--- config.mk ---
export PLATFORM = sky130hd
export DESIGN_NAME = fpu_cmd_seq
export DESIGN_NICKNAME = d
export VERILOG_FILES = /design/src/rtl/fpu_pkg.sv /design/src/rtl/fpu_res_fifo.sv /design/src/rtl/fpu_cmd_seq.sv
export SDC_FILE = /design/constraint.sdc
export NUM_CORES = 1
export LEC_CHECK = 0
export BUFFER_PORTS_ARGS = -buffer_cell sky130_fd_sc_hd__buf_2
export CAP_MARGIN = 0
export CORE_MARGIN = 2
export CORE_UTILIZATION = 30
export CTS_BUF_LIST = sky130_fd_sc_hd__clkbuf_2
export CTS_CLUSTER_DIAMETER = 80
export DETAILED_ROUTE_END_ITERATION = 10
export GPL_TIMING_DRIVEN = 0
export SLEW_MARGIN = 40
export SYNTH_ARGS = -nofsm -noshare
export SYNTH_HDL_FRONTEND = slang
export SYNTH_SLANG_ARGS = --single-unit
--- constraint.sdc ---
create_clock -name clk -period 3.25 [get_ports clk]
set_clock_uncertainty 0.05 [all_clocks]
set_input_delay 0.325 -clock clk [delete_from_list [all_inputs] [get_ports clk]]
set_output_delay 0.325 -clock clk [all_outputs]
set_load 0.01 [all_outputs]
--- src/rtl/fpu_pkg.sv ---
`default_nettype none
//----------------------------------------------------------------------------
// fpu_pkg : opcodes, result flag indices, sequencer states, classifier (rev 1.0)
//----------------------------------------------------------------------------
package fpu_pkg;

   localparam logic [1:0] OP_ADD = 2'b00;
   localparam logic [1:0] OP_SUB = 2'b01;
   localparam logic [1:0] OP_MUL = 2'b10;
   localparam logic [1:0] OP_DIV = 2'b11;

   localparam int FLG_NAN    = 3;
   localparam int FLG_INF    = 2;
   localparam int FLG_ZERO   = 1;
   localparam int FLG_DENORM = 0;

   localparam logic [1:0] ST_IDLE    = 2'd0;
   localparam logic [1:0] ST_ISSUE   = 2'd1;
   localparam logic [1:0] ST_WAIT    = 2'd2;
   localparam logic [1:0] ST_CAPTURE = 2'd3;

   localparam logic [7:0] EXP_MAX = 8'hFF;

   // Sign bit is irrelevant to the class, so only exponent and mantissa come in.
   function automatic logic [3:0] classify(input logic [30:0] bits);
      logic [7:0] expo;
      logic       mant_nz;
      expo     = bits[30:23];
      mant_nz  = |bits[22:0];
      classify = 4'b0000;
      classify[FLG_NAN]    = (expo == EXP_MAX) &&  mant_nz;
      classify[FLG_INF]    = (expo == EXP_MAX) && !mant_nz;
      classify[FLG_ZERO]   = (expo == 8'h00)   && !mant_nz;
      classify[FLG_DENORM] = (expo == 8'h00)   &&  mant_nz;
   endfunction

endpackage
`default_nettype wire

--- src/rtl/fpu_res_fifo.sv ---
`default_nettype none
//----------------------------------------------------------------------------
// fpu_res_fifo : synchronous first-word-fall-through FIFO with count (rev 1.0)
//----------------------------------------------------------------------------
module fpu_res_fifo #(
   parameter int WIDTH = 36,
   parameter int DEPTH = 4
) (
   input  logic                   clk,
   input  logic                   rst,
   input  logic                   push,
   input  logic [WIDTH-1:0]       push_data,
   input  logic                   pop,
   output logic                   head_valid,
   output logic [WIDTH-1:0]       head_data,
   output logic [$clog2(DEPTH):0] count
);

   localparam int AW = $clog2(DEPTH);
   localparam logic [AW:0] FULL_CNT = (AW+1)'(DEPTH);

   logic [WIDTH-1:0] mem [DEPTH];
   logic [AW-1:0]    wr_ptr;
   logic [AW-1:0]    rd_ptr;
   logic             do_push;
   logic             do_pop;

   assign do_pop  = pop && (count != '0);
   assign do_push = push && ((count != FULL_CNT) || do_pop);

   always_ff @(posedge clk) begin
      if (!rst) begin
         wr_ptr <= '0;
         rd_ptr <= '0;
         count  <= '0;
      end else begin
         if (do_push) wr_ptr <= wr_ptr + AW'(1);
         if (do_pop)  rd_ptr <= rd_ptr + AW'(1);
         case ({do_push, do_pop})
            2'b10:   count <= count + (AW+1)'(1);
            2'b01:   count <= count - (AW+1)'(1);
            default: ;
         endcase
      end
   end

   always_ff @(posedge clk) begin
      if (do_push) mem[wr_ptr] <= push_data;
   end

   // Head reads as zero when empty so stale storage never leaks onto the port.
   assign head_valid = (count != '0);
   assign head_data  = head_valid ? mem[rd_ptr] : '0;

endmodule
`default_nettype wire

--- src/rtl/fpu_cmd_seq.sv ---
`default_nettype none
//----------------------------------------------------------------------------
// fpu_cmd_seq : one-at-a-time FPU command sequencer with result FIFO (rev 1.0)
//----------------------------------------------------------------------------
module fpu_cmd_seq
   import fpu_pkg::*;
#(
   parameter int FPU_LAT   = 2,
   parameter int RES_DEPTH = 4
) (
   input  logic        clk,
   input  logic        rst,
   input  logic        cmd_valid,
   output logic        cmd_ready,
   input  logic [31:0] cmd_a,
   input  logic [31:0] cmd_b,
   input  logic [1:0]  cmd_op,
   output logic        fpu_start,
   output logic [31:0] fpu_a,
   output logic [31:0] fpu_b,
   output logic [1:0]  fpu_opcode,
   input  logic [31:0] fpu_o,
   output logic        res_valid,
   input  logic        res_ready,
   output logic [31:0] res_data,
   output logic [3:0]  res_flags,
   output logic        busy,
   output logic        done,
   input  logic        clear_done,
   output logic [15:0] ops_count
);

   localparam int CW = $clog2(RES_DEPTH) + 1;
   localparam int WW = (FPU_LAT > 1) ? $clog2(FPU_LAT) : 1;
   localparam logic [CW-1:0] FULL_CNT = CW'(RES_DEPTH);

   logic [1:0]    state;
   logic [1:0]    next_state;
   logic [WW-1:0] wait_cnt;
   logic [31:0]   cap_data;
   logic          ready_en;
   logic          accept;
   logic          push;
   logic [CW-1:0] fifo_count;
   logic [35:0]   head;

   always_ff @(posedge clk) begin
      if (!rst) state <= ST_IDLE;
      else      state <= next_state;
   end

   always_comb begin
      next_state = state;
      case (state)
         ST_IDLE:    if (accept) next_state = ST_ISSUE;
         ST_ISSUE:   next_state = ST_WAIT;
         ST_WAIT:    if (wait_cnt == '0) next_state = ST_CAPTURE;
         ST_CAPTURE: next_state = ST_IDLE;
         default:    next_state = ST_IDLE;
      endcase
   end

   // ready_en keeps cmd_ready low through reset and for the release edge itself.
   always_comb begin
      fpu_start = 1'b0;
      busy      = 1'b1;
      cmd_ready = 1'b0;
      push      = 1'b0;
      case (state)
         ST_IDLE: begin
            busy      = 1'b0;
            cmd_ready = ready_en && (fifo_count < FULL_CNT);
         end
         ST_ISSUE:   fpu_start = 1'b1;
         ST_CAPTURE: push      = 1'b1;
         default:    ;
      endcase
   end

   assign accept = cmd_valid && cmd_ready;

   always_ff @(posedge clk) begin
      if (!rst) begin
         fpu_a      <= '0;
         fpu_b      <= '0;
         fpu_opcode <= '0;
         wait_cnt   <= '0;
         cap_data   <= '0;
         ops_count  <= '0;
         done       <= 1'b0;
         ready_en   <= 1'b0;
      end else begin
         ready_en <= 1'b1;
         if (accept) begin
            fpu_a      <= cmd_a;
            fpu_b      <= cmd_b;
            fpu_opcode <= cmd_op;
         end
         if (state == ST_ISSUE)
            wait_cnt <= WW'(FPU_LAT - 1);
         else if ((state == ST_WAIT) && (wait_cnt != '0))
            wait_cnt <= wait_cnt - WW'(1);
         // FPU result is valid on the last WAIT cycle; hold it for the CAPTURE push.
         if ((state == ST_WAIT) && (wait_cnt == '0))
            cap_data <= fpu_o;
         ops_count <= ops_count + {15'd0, push};
         if (push)            done <= 1'b1;
         else if (clear_done) done <= 1'b0;
      end
   end

   fpu_res_fifo #(
      .WIDTH (36),
      .DEPTH (RES_DEPTH)
   ) u_res_fifo (
      .clk        (clk),
      .rst        (rst),
      .push       (push),
      .push_data  ({cap_data, classify(cap_data[30:0])}),
      .pop        (res_ready),
      .head_valid (res_valid),
      .head_data  (head),
      .count      (fifo_count)
   );

   assign res_data  = head[35:4];
   assign res_flags = head[3:0];

endmodule
`default_nettype wire

==> results.md, run 1 <==
- Result of the run: completed
- DRC violations left: 0
- Area of the core region: 34500 sq um
- Fin crit share: roughly 91%
- Post-route setup TNS: 0 ps
- Fmax: 0.337 GHz
- Level count of the clock H-tree: 3
- Synth area leaders: edfxtp_1, dfxtp_1, nand2_1, mux4_2, a21oi_1
- Leakage power figure: around 5.6 nW
- Number of setup violations in the final report: 0
- Count of flip-flops with a built-in enable after synthesis: 144
- Die Y-Extent: 191 um
- Worst setup SP type: flip-flop
- Number of sinks driven by the clock tree: 272
- Buffers on Ports: 225
- Cell area after synthesis: 10500 sq um
- DR pass1 iterations: 4
- NumNets Final: 1389
- Min-Delay Path Class: primary input to flip-flop
- Routed wire length: 29500 um
- Initial core utilization: between 30% and 40%
- Maximum number of pins on one net before global-route repair: 32
- Detailed-route vias per instance: 4.64
- Number of rows created at floorplan: 68
- Sequential-to-total area share from yosys stat: 65.5%
- Unique masters post-synth: 53
- Number of warnings printed during yosys synthesis: 0
- GRT Overall Usage: 16.2%
- P per Cell Area: 615 nW/um^2
- Post-CTS Resized: 0
- Clock tree from TritonCTS: done
- DRT iter0 DRCs: 350
- Final weighted congestion of routability-driven global placement: just under 0.8
- Congestion Overflow GR: 0
- Estimated wirelength of the detail-placed design: 19200 um
- Clock transition at the registers of the reported paths: 110 ps
- Async set-reset flop share out of synthesis: 0%
- Area taken by flip-flops and latches: 6890 sq um
- Number of hold violations in the final report: 0
- Startpoint-to-endpoint class of the critical path: flip-flop to output port
- Via count: 8258
- Worst-Margin Slew: 684 ps
- Fill count: 3307
- Synth-to-layout area growth: 34.9%
- Post-synthesis cell type with the largest combined area: edfxtp_1
- Synthesized instance count: roughly 850
- Area used by multi-input combinational logic: 3320 sq um
- Placed Instance Area: around 12000 sq um
- Layout cell share with drive strength beyond 1: 31.4%
- Latest clock arrival within the worst-skew pair: 910 ps
- Number of antenna violations at the first check in global routing: 1
- Max-slew violation count: 0
- Antenna viol nets, final: 0
- Flop and latch count out of synthesis: 272
- Setup repair after global routing missed its margin: no
- Routed wire length per instance: 16.6 um
- Synth top area share: about two fifths
- Largest fanout on the critical path: 10
- Required time of the worst setup path: 2870 ps
- Arr. time, crit path: around 2600 ps
- Most used flip-flop cell after synthesis: edfxtp_1
- Average cell area after synthesis: 12.3 sq um
- DIE AREA: roughly 37000 sq um
- Worst slew margin: 54.4%
- Crit end category: output port
- Minimum clock period after layout: ~3000 ps
- Maximum vdd drop: approximately 0.00030 V
- Max Root-Sink Buffers: 3
- Via count of the first global-routing pass: 8376
- IO Pins: 226
- Number of buffers created by CTS: 72
- Total nets after synthesis: between 900 and 1000
- Reported max-cap violation count: 0
- Area of all placed cells without fillers: approximately 14000 sq um
- Die X: 191 um
- Clock tree root driver cell: clkbuf_2
- First-pass GRT wire length: 45000 um
[flip-flops by register name, indices dropped and copies added (netlist names), 2 cells and up, named ones only]
register and cells:
u_res_fifo.mem 144, ops_count 16, fpu_opcode 2, fpu_a 32, u_res_fifo.wr_ptr 2, state 2
u_res_fifo.rd_ptr 2, u_res_fifo.count 3, fpu_b 32, cap_data 32
[what timing repair did]
| item | CTS | global route |
|---|---|---|
| hold buffers | 119 | 0 |
| setup buffers | 0 | 0 |
| endpoints found under the hold margin | 117 | 0 |
[power by group]
part / switching (mW) / internal (mW)
combinational: 1.19 / 0.839
sequential: 0.201 / 4.00
clock: 1.43 / 1.06
total: 2.82 / 5.90
[routing by layer]
layer  up-vias  wire length, um  track usage, %
li1       3924                -               -
met1      3937            12100            18.7
met2       340            14200            27.4
met3        57             2410            5.25
met4         0              828            6.92
met5         -                0               0
[worst max-delay path, cell delays in order, from the launching register on]
cell and delay, ps:
dfxtp_1 320, buf_6 130, or3_1 430, buf_2 240, clkbuf_1 240, and2_1 200
buf_2 140
[kinds of logic after synthesis]
family                     Yosys count  share of synthesized area [%]
AOI/OAI and AO/OA                  138                           7.00
xor gates and xnor gates             6                          0.500
adders and majority gates           12                           1.50
buffers and inverters               68                           3.10
DFF                                272                           65.5
muxes                               42                           8.50
and+or+nand+nor                    314                           13.9
[Yosys cell counts (all sizes together) (2+ instances only)]
cell,n
nor3,3
o211ai,3
nand4,6
and2,39
xor2,3
or4,4
buf,30
and3,4
a21oi,112
nand2,207
o31ai,5
nor4,11
nor2,10
nand2b,7
mux2i,6
clkbuf,23
o21ai,9
ha,11
edfxtp,144
inv,15
dfxtp,128
mux4,36
or3,6
a31oi,2
xnor2,3
nand3,8
[path summary, 6_finish.rpt]
kind,start,to,depth (start not counted),slack [ps]
setup / recovery,u_res_fifo.count[0]$_SDFFE_PN0P_,res_data[18],6,290
hold / removal,fpu_o[25],cap_data[25]$_SDFFE_PN0P_,4,150
setup reg to reg,state[1]$_SDFFE_PN0P_,u_res_fifo.count[1]$_SDFFE_PN0P_,8,800
hold reg to reg,fpu_a[28]$_SDFFE_PN0P_,fpu_a[28]$_SDFFE_PN0P_,2,410
[cell usage in the layout (no fill, tap or decap), types with 14 or more instances in the layout]
cell / instances
a21oi_1: 112
dlygate4sd3_1: 119
and2_1: 39
dfxtp_1: 128
clkbuf_2: 110
mux4_2: 30
edfxtp_1: 144
clkbuf_1: 22
buf_2: 247
inv_1: 14
nand2_1: 207
[final cells by class]
cell class	instances	area share [%]
buffer	53	1.90
tap	455	4.02
antenna	1	0.0176
multi-input combinational	512	23.4
timing repair buffer	348	16.9
clock inverter	15	0.944
inverter	15	0.397
sequential	272	48.6
clock buffer	109	3.85
[metrics by stage]
stage	cells	util [%]	worst slack (ps)	hold slack, ps	power (mW)
after floorplan	852	-	1020	303	5.39
after global placement	1532	35.3	24.5	389	6.12
after detailed placement	1536	35.6	757	395	6.18
after CTS	1779	41.0	108	19.8	8.82
after global routing	1780	41.0	52.3	41.2	9.25
final	1780	41.0	287	151	8.72
(Power assumes the default switching activity.)
==> run 2: changes to the inputs <==
ABC_AREA = 1   (was unset)
CTS_CLUSTER_SIZE = 12   (was unset)
==> run 2 against run 1 <==
First-iteration DRC count increased by 34%. Total power increased by 7.7%. Design area rose by 2.4%. Flip-flop and latch count stayed put. Via count grew 12%. Non-clock buffer count rose by 66. Global-route usage is 1.2 points higher. Synthesized cell count is 28% higher. Cell count up 12%. Critical endpoint is now res_flags[2]. Largest power group unchanged.
==> results.md, run 2 <==
- WHS Path Cells: 4 (unchanged)
- Average cell area after synthesis: 9.77 sq um (-21%)
- Number of antenna violations at the first check in global routing: 3 (+2)
- Detailed-route vias per instance: 4.64 (about the same)
- Sequential-to-total area share from yosys stat: 64.6% (-0.97 points)
- Synthesized instance count: 1092 (+28%)
- IO Pins: 226 (unchanged)
- Post-route met1 wirelength: 13600 um (+12%)
- Worst slew margin: 44.2% (-10 points)
- Leakage power figure: 5.85 nW (+3.8%)
- Length of routed met3 wiring: 2320 um (-3.7%)
- Number of setup violations in the final report: 0 (unchanged)
- Via count: 9290 (+12%)
- Die Y-Extent: 193 um (+0.73%)
- Clock tree root driver cell: clkbuf_2
- Estimated wirelength of the detail-placed design: 21600 um (+13%)
- Count of flip-flops with a built-in enable after synthesis: 144 (unchanged)
- Fin crit share: 93.3% (+2.1 points)
- GRT Overall Usage: 17.3% (+1.2 points)
- Total nets after synthesis: 1207 (+25%)
- Minimum clock period after layout: 3030 ps (+69.5 ps)
- Worst-Margin Slew: 836 ps (+152 ps)
- Cell area after synthesis: 10700 sq um (+1.5%)
- Most frequently used cell type in the post-synthesis netlist: nor2_1
- Most frequent cells in the layout: buf_2, nor2_1, dlygate4sd3_1
- Clock transition at the registers of the reported paths: 220 ps (+110 ps)
- Antenna viol nets, final: 0 (unchanged)
- Area of all placed cells without fillers: 14500 sq um (+2.4%)
- Die X: 193 um (+0.73%)
- Maximum vdd drop: 0.000458 V (+55%)
- Final weighted congestion of routability-driven global placement: 0.807 (+1.7%)
- DRC violations left: 0 (unchanged)
- Largest fanout on the critical path: 10 (unchanged)
- Number of sinks driven by the clock tree: 272 (unchanged)
- Required time of the worst setup path: 2870 ps (about the same)
- Number of buffers created by CTS: 27 (-63%)
- # placed instances: 1786 (+16%)
- Routed wire length: 32900 um (+11%)
- DRT iter0 DRCs: 469 (+34%)
- Max-slew violation count: 0 (unchanged)
- Maximum number of pins on one net before global-route repair: 17 (-47%)
- Crit end category: output port
- Worst setup SP type: flip-flop
- Fmax: 0.330 GHz (-2.3%)
- Min-Delay Path Class: primary input to flip-flop
- Clock tree from TritonCTS: done
- Non-Filler Instances: 2002 (+12%)
- DR pass1 iterations: 5 (+1)
- Number of rows created at floorplan: 69 (+1.5%)
- Synth-to-layout area growth: 36.1%
- Min-Delay Endpoint: cap_data[26]$_SDFFE_PN0P_
- Arr. time, crit path: 2660 ps (+70 ps)
- Post-synthesis cell type with the largest combined area: edfxtp_1
- NumNets Final: 1638 (+18%)
- Synth top area share: 40.5% (-0.61 points)
- Setup repair after global routing missed its margin: no
- P per Cell Area: 647 nW/um^2 (+5.2%)
- Most common cell after layout, fill and taps aside: buf_2
- Top routing layer used: met5
- Level count of the clock H-tree: 1 (-2)
- Final total power: 9.39 mW (+7.7%)
- Latest clock arrival within the worst-skew pair: 930 ps (+20 ps)
- Most used flip-flop cell after synthesis: edfxtp_1
- Result of the run: completed
- Flop and latch count out of synthesis: 272 (unchanged)
- Synth area leaders: edfxtp_1, dfxtp_1, nor2_1, a21oi_1, o21ai_0
- Congestion Overflow GR: 0 (unchanged)
- Placed Instance Area: 12600 sq um (+2.3%)
- Worst hold start: fpu_o[26]
- Number of warnings printed during yosys synthesis: 0 (unchanged)
- Min Hold Slack: 99.6 ps (-51.5 ps)
- Reg-to-Reg End: fpu_b[21]$_SDFFE_PN0P_
- Number of hold violations in the final report: 0 (unchanged)
- Worst setup slack for register-to-register paths: 410 ps (-390 ps)
- Initial core utilization: 30.2% (-0.21 points)
- Buffers on Ports: 225 (unchanged)
- Routed wire length per instance: 16.4 um (-0.97%)
- Area of the core region: 35300 sq um (+2.2%)
- Top register by number of flip-flops: u_res_fifo.mem
- DIE AREA: 37100 sq um (+1.5%)
- Unique masters post-synth: 32 (-40%)
- Startpoint-to-endpoint class of the critical path: flip-flop to output port
- Post-layout util: 41.1% (+0.062 points)
- Async set-reset flop share out of synthesis: 0% (unchanged)
- Via count of the first global-routing pass: 9103 (+8.7%)
- Cell types with the highest counts after synthesis: nor2_1, edfxtp_1, dfxtp_1, a21oi_1, nand2_1
- Largest register FFs: 144 (unchanged)
- Reported max-cap violation count: 0 (unchanged)
- FF-to-FF Start: state[0]$_SDFFE_PN0P_
- Max Root-Sink Buffers: 3 (unchanged)
- First-pass GRT wire length: 49700 um (+11%)
- Depth of the worst register-to-register path: 9 (+1)
- Met2 layer wire length in the routed design: 16200 um (+15%)
- Layout cell share with drive strength beyond 1: 22.1% (-9.3 points)
## run 2: changes by cell type after synthesis, moves of 16 or more
cell     before  now
inv_1        14   44
o21ai_1       0   16
o21ai_0       9  101
and2_1       39    0
mux4_2       30    0
nand2_1     207  102
nor2_1       10  242
nand3_1       7   78
## run 2: final cells by class
class,instances,area (sq um)
antenna,1,2.50
buffer,65,334
clock buffer,42,210
clock inverter,4,23.8
fill,3372,20800
inverter,48,185
multi-input combinational,707,3300
sequential,272,6890
tap,461,577
timing repair buffer,402,3000
## run 2: through the flow
stage               TNS [ps]  setup slack [ps]
finish                     0               217
global route               0              9.41
CTS                        0              92.1
detailed placement         0               967
global placement     -104210              -768
floorplan                  0               547
## run 2: logic make-up after synthesis
logic type                 after synthesis  synth area share, %
DFF                                    272                 64.6
AOI/OAI and AO/OA                      242                 11.4
adders and majority gates               12                 1.48
buffers and inverters                  113                 4.83
xor gates and xnor gates                 2                0.164
and+or+nand+nor                        451                 17.6
## run 2: timing repair
action / in CTS / in global routing
buffers inserted: 0 / 0
setup endpoints to repair: 6 / 0
hold buffers: 169 / 0
resized for setup: 3 / 0
endpoints found under the hold margin: 122 / 0
## run 2: routing by layer
layer  GRT usage [%]  up-vias
met4            4.37        4
met1            20.9     4356
li1                -     4575
met3            3.95       53
met5               0        -
met2            31.1      302
## run 2: worst max-delay path: stages (launching register included)
cell      delay (ps)
dfxtp_1          370
buf_2            210
inv_2            190
clkbuf_1         410
o21ai_0          170
a21oi_1          230
buf_2            170
## run 2: worst max-delay path by stage
| stage | depth (start not counted) | slack, ps | to |
|---|---|---|---|
| floorplan | 3 | 550 | u_res_fifo.mem[0][0]$_DFFE_PP_ |
| global placement | 3 | -770 | u_res_fifo.mem[3][12]$_DFFE_PP_ |
| detailed placement | 8 | 970 | cap_data[19]$_SDFFE_PN0P_ |
| CTS | 6 | 90 | res_flags[2] |
| global route | 6 | 9 | res_data[5] |
| finish | 6 | 220 | res_flags[2] |
## run 2: power breakdown
part / leakage, nW / internal, mW / switching (mW)
registers: 2.38 / 4.18 / 0.328
clock network: 0.185 / 0.343 / 1.13
logic: 3.28 / 1.26 / 2.15
==> run 3: changes to the inputs <==
CORE_MARGIN = 3   (was 2)
==> run 3 against run 2 <==
Total power grew 1.8%. First-iteration DRC count rose by 41%. Critical path depth up 4. Critical endpoint is now fpu_a[11]$_SDFFE_PN0P_.
==> results.md, run 3 (synthesis gave the netlist of run 2 again) <==
- Result of the run: completed
- FF-to-FF Start: state[0]$_SDFFE_PN0P_
- Buffers on Ports: 225 (unchanged)
- # placed instances: 1780 (-0.34%)
- DRT iter0 DRCs: 659 (+41%)
- Number of rows created at floorplan: 68 (-1.4%)
- Final weighted congestion of routability-driven global placement: 0.816 (+1.1%)
- Worst hold start: fpu_o[3]
- Detailed-route vias per instance: 4.81 (+3.6%)
- Min Hold Slack: 126 ps (+26.6 ps)
- WHS Path Cells: 4 (unchanged)
- Required time of the worst setup path: 4060 ps (+1190 ps)
- Clock transition at the registers of the reported paths: 240 ps (+20 ps)
- Post-route setup TNS: 0 ps (unchanged)
- DIE AREA: 37900 sq um (+2.1%)
- Die Y-Extent: 195 um (+1.0%)
- Placed Instance Area: 12600 sq um (-0.26%)
- First-pass GRT wire length: 55000 um (+11%)
- Critical-path cell list: inv_1 -> ha_1 -> nand2_1 -> nor2_4 -> buf_4 -> buf_6 -> nand3_1 -> dlygate4sd3_1 -> a21oi_1 -> dlygate4sd3_1
- Crit end category: flip-flop
- Setup repair after global routing missed its margin: no
- Routed wire length: 35000 um (+6.5%)
- Via count: 9826 (+5.8%)
- Worst Path Buf+Inv: 5 (+1)
- Fin crit share: 94.6% (+1.3 points)
- Maximum vdd drop: 0.000393 V (-14%)
- Antenna viol nets, final: 0 (unchanged)
- Worst-Margin Slew: 719 ps (-118 ps)
- P per Cell Area: 638 nW/um^2 (-1.3%)
- GRT Overall Usage: 18.0% (+0.62 points)
- Maximum number of pins on one net before global-route repair: 18 (+1)
- Depth of the worst register-to-register path: 10 (+1)
- Fmax: 0.325 GHz (-1.4%)
- Initial core utilization: 30.7% (+0.44 points)
- Startpoint-to-endpoint class of the critical path: flip-flop to flip-flop
- IO Pins: 226 (unchanged)
- Worst path top cell family by delay: buffers and inverters
- NumNets Final: 1687 (+3.0%)
- Max-slew violation count: 0 (unchanged)
- Number of setup violations in the final report: 0 (unchanged)
- Cell seen most often among critical-path stages: dlygate4sd3_1
- Most frequent cells in the layout: buf_2, nor2_1, dlygate4sd3_1
- Number of sinks driven by the clock tree: 272 (unchanged)
- Minimum clock period after layout: 3080 ps (+43.1 ps)
- Number of antenna violations at the first check in global routing: 2 (-1)
- Min-Delay Endpoint: cap_data[3]$_SDFFE_PN0P_
- DR pass1 iterations: 5 (unchanged)
- Largest register FFs: 144 (unchanged)
- Congestion Overflow GR: 0 (unchanged)
- Number of buffers created by CTS: 27 (unchanged)
- Worst setup SP type: flip-flop
- Slowest library cell on the worst path: dlygate4sd3_1
- Number of hold violations in the final report: 0 (unchanged)
- Routed wire length per instance: 17.1 um (+4.3%)
- Worst Setup Slack post-DPL: 894 ps (-73.8 ps)
- Worst setup slack after layout: 174 ps (-43.1 ps)
- Delay contributed by the slowest stage of the critical path: 620 ps (+210 ps)
- Clock tree from TritonCTS: done
- Worst setup slack for register-to-register paths: 170 ps (-240 ps)
- Synth-to-layout area growth: 40.4%
- Largest fanout on the critical path: 10 (unchanged)
- Reg-to-Reg End: fpu_a[11]$_SDFFE_PN0P_
- Post-layout util: 43.0% (+1.9 points)
- Worst slew margin: 52.1% (+7.8 points)
- Clock tree root driver cell: clkbuf_2
- Final total power: 9.56 mW (+1.8%)
- Level count of the clock H-tree: 1 (unchanged)
- Arr. time, crit path: 3880 ps (+1220 ps)
- Leakage power figure: 6.03 nW (+3.2%)
- Layout cell share with drive strength beyond 1: 21.5% (-0.60 points)
- Max Root-Sink Buffers: 3 (unchanged)
- Min-Delay Path Class: primary input to flip-flop
- DRC violations left: 0 (unchanged)
- Die X: 195 um (+1.0%)
- Top register by number of flip-flops: u_res_fifo.mem
- Area of all placed cells without fillers: 15000 sq um (+3.2%)
- Via count of the first global-routing pass: 10200 (+12%)
- Most common cell after layout, fill and taps aside: buf_2
- Estimated wirelength of the detail-placed design: 22000 um (+1.9%)
- Reported max-cap violation count: 0 (unchanged)
- Latest clock arrival within the worst-skew pair: 890 ps (-40 ps)
- Non-Filler Instances: 2044 (+2.1%)
- Area of the core region: 34800 sq um (-1.4%)
-- run 3: cell count changes in the layout (fill, tap and decap cells not counted), moves of 2 or more --
cell,previous run,this run
buf_16,5,3
buf_8,3,5
clkbuf_1,19,17
dlygate4sd3_1,169,218
-- run 3: what timing repair did --
item / CTS / global route
hold buffers: 218 / 0
resized for setup: 2 / 8
hold endpoints to repair: 122 / 0
setup buffers: 0 / 0
setup endpoints to repair: 6 / 5
-- run 3: worst max path at each step --
stage | startpoint | end | slack (ps) | cells after the start
after floorplan | state[0]$_SDFFE_PN0P_ | u_res_fifo.mem[0][0]$_DFFE_PP_ | 550 | 3
after global placement | state[0]$_SDFFE_PN0P_ | u_res_fifo.mem[3][10]$_DFFE_PP_ | -810 | 3
after detailed placement | state[0]$_SDFFE_PN0P_ | cap_data[18]$_SDFFE_PN0P_ | 890 | 8
after CTS | flip-flop | res_data[11] | 40 | 6
after global routing | flip-flop | res_data[19] | 30 | 7
final | state[0]$_SDFFE_PN0P_ | fpu_a[11]$_SDFFE_PN0P_ | 170 | 10
-- run 3: report_power, final --
part | internal (mW) | switching [mW] | total, mW | leakage, nW
Combinational | 1.36 | 2.20 | 3.55 | 3.47
Sequential | 4.18 | 0.336 | 4.52 | 2.38
Clock | 0.330 | 1.16 | 1.49 | 0.174
-- run 3: area by class of cell --
class / count / area (sq um)
clock buffers: 40 / 200
fillers: 3238 / 19800
well taps: 455 / 569
inverters: 48 / 185
multi-input cells: 707 / 3300
repair buffers: 451 / 3470
clock inverters: 5 / 31.3
diodes: 1 / 2.50
flip-flops and latches: 272 / 6890
plain buffers: 65 / 339
-- run 3: worst register-to-register path: stages (launching register included) --
cell and delay [ps]:
dfxtp_1 390, inv_1 140, ha_1 220, nand2_1 100, nor2_4 180, buf_4 250, buf_6 170, nand3_1 100
dlygate4sd3_1 610, a21oi_1 220, dlygate4sd3_1 620
-- run 3: layer usage --
metal	up-vias	GRT usage, %	wire, um
met1	4605	21.8	13900
met5	-	0	7
met3	89	4.26	2820
met4	2	6.73	1300
met2	451	31.1	17000
li1	4679	-	-
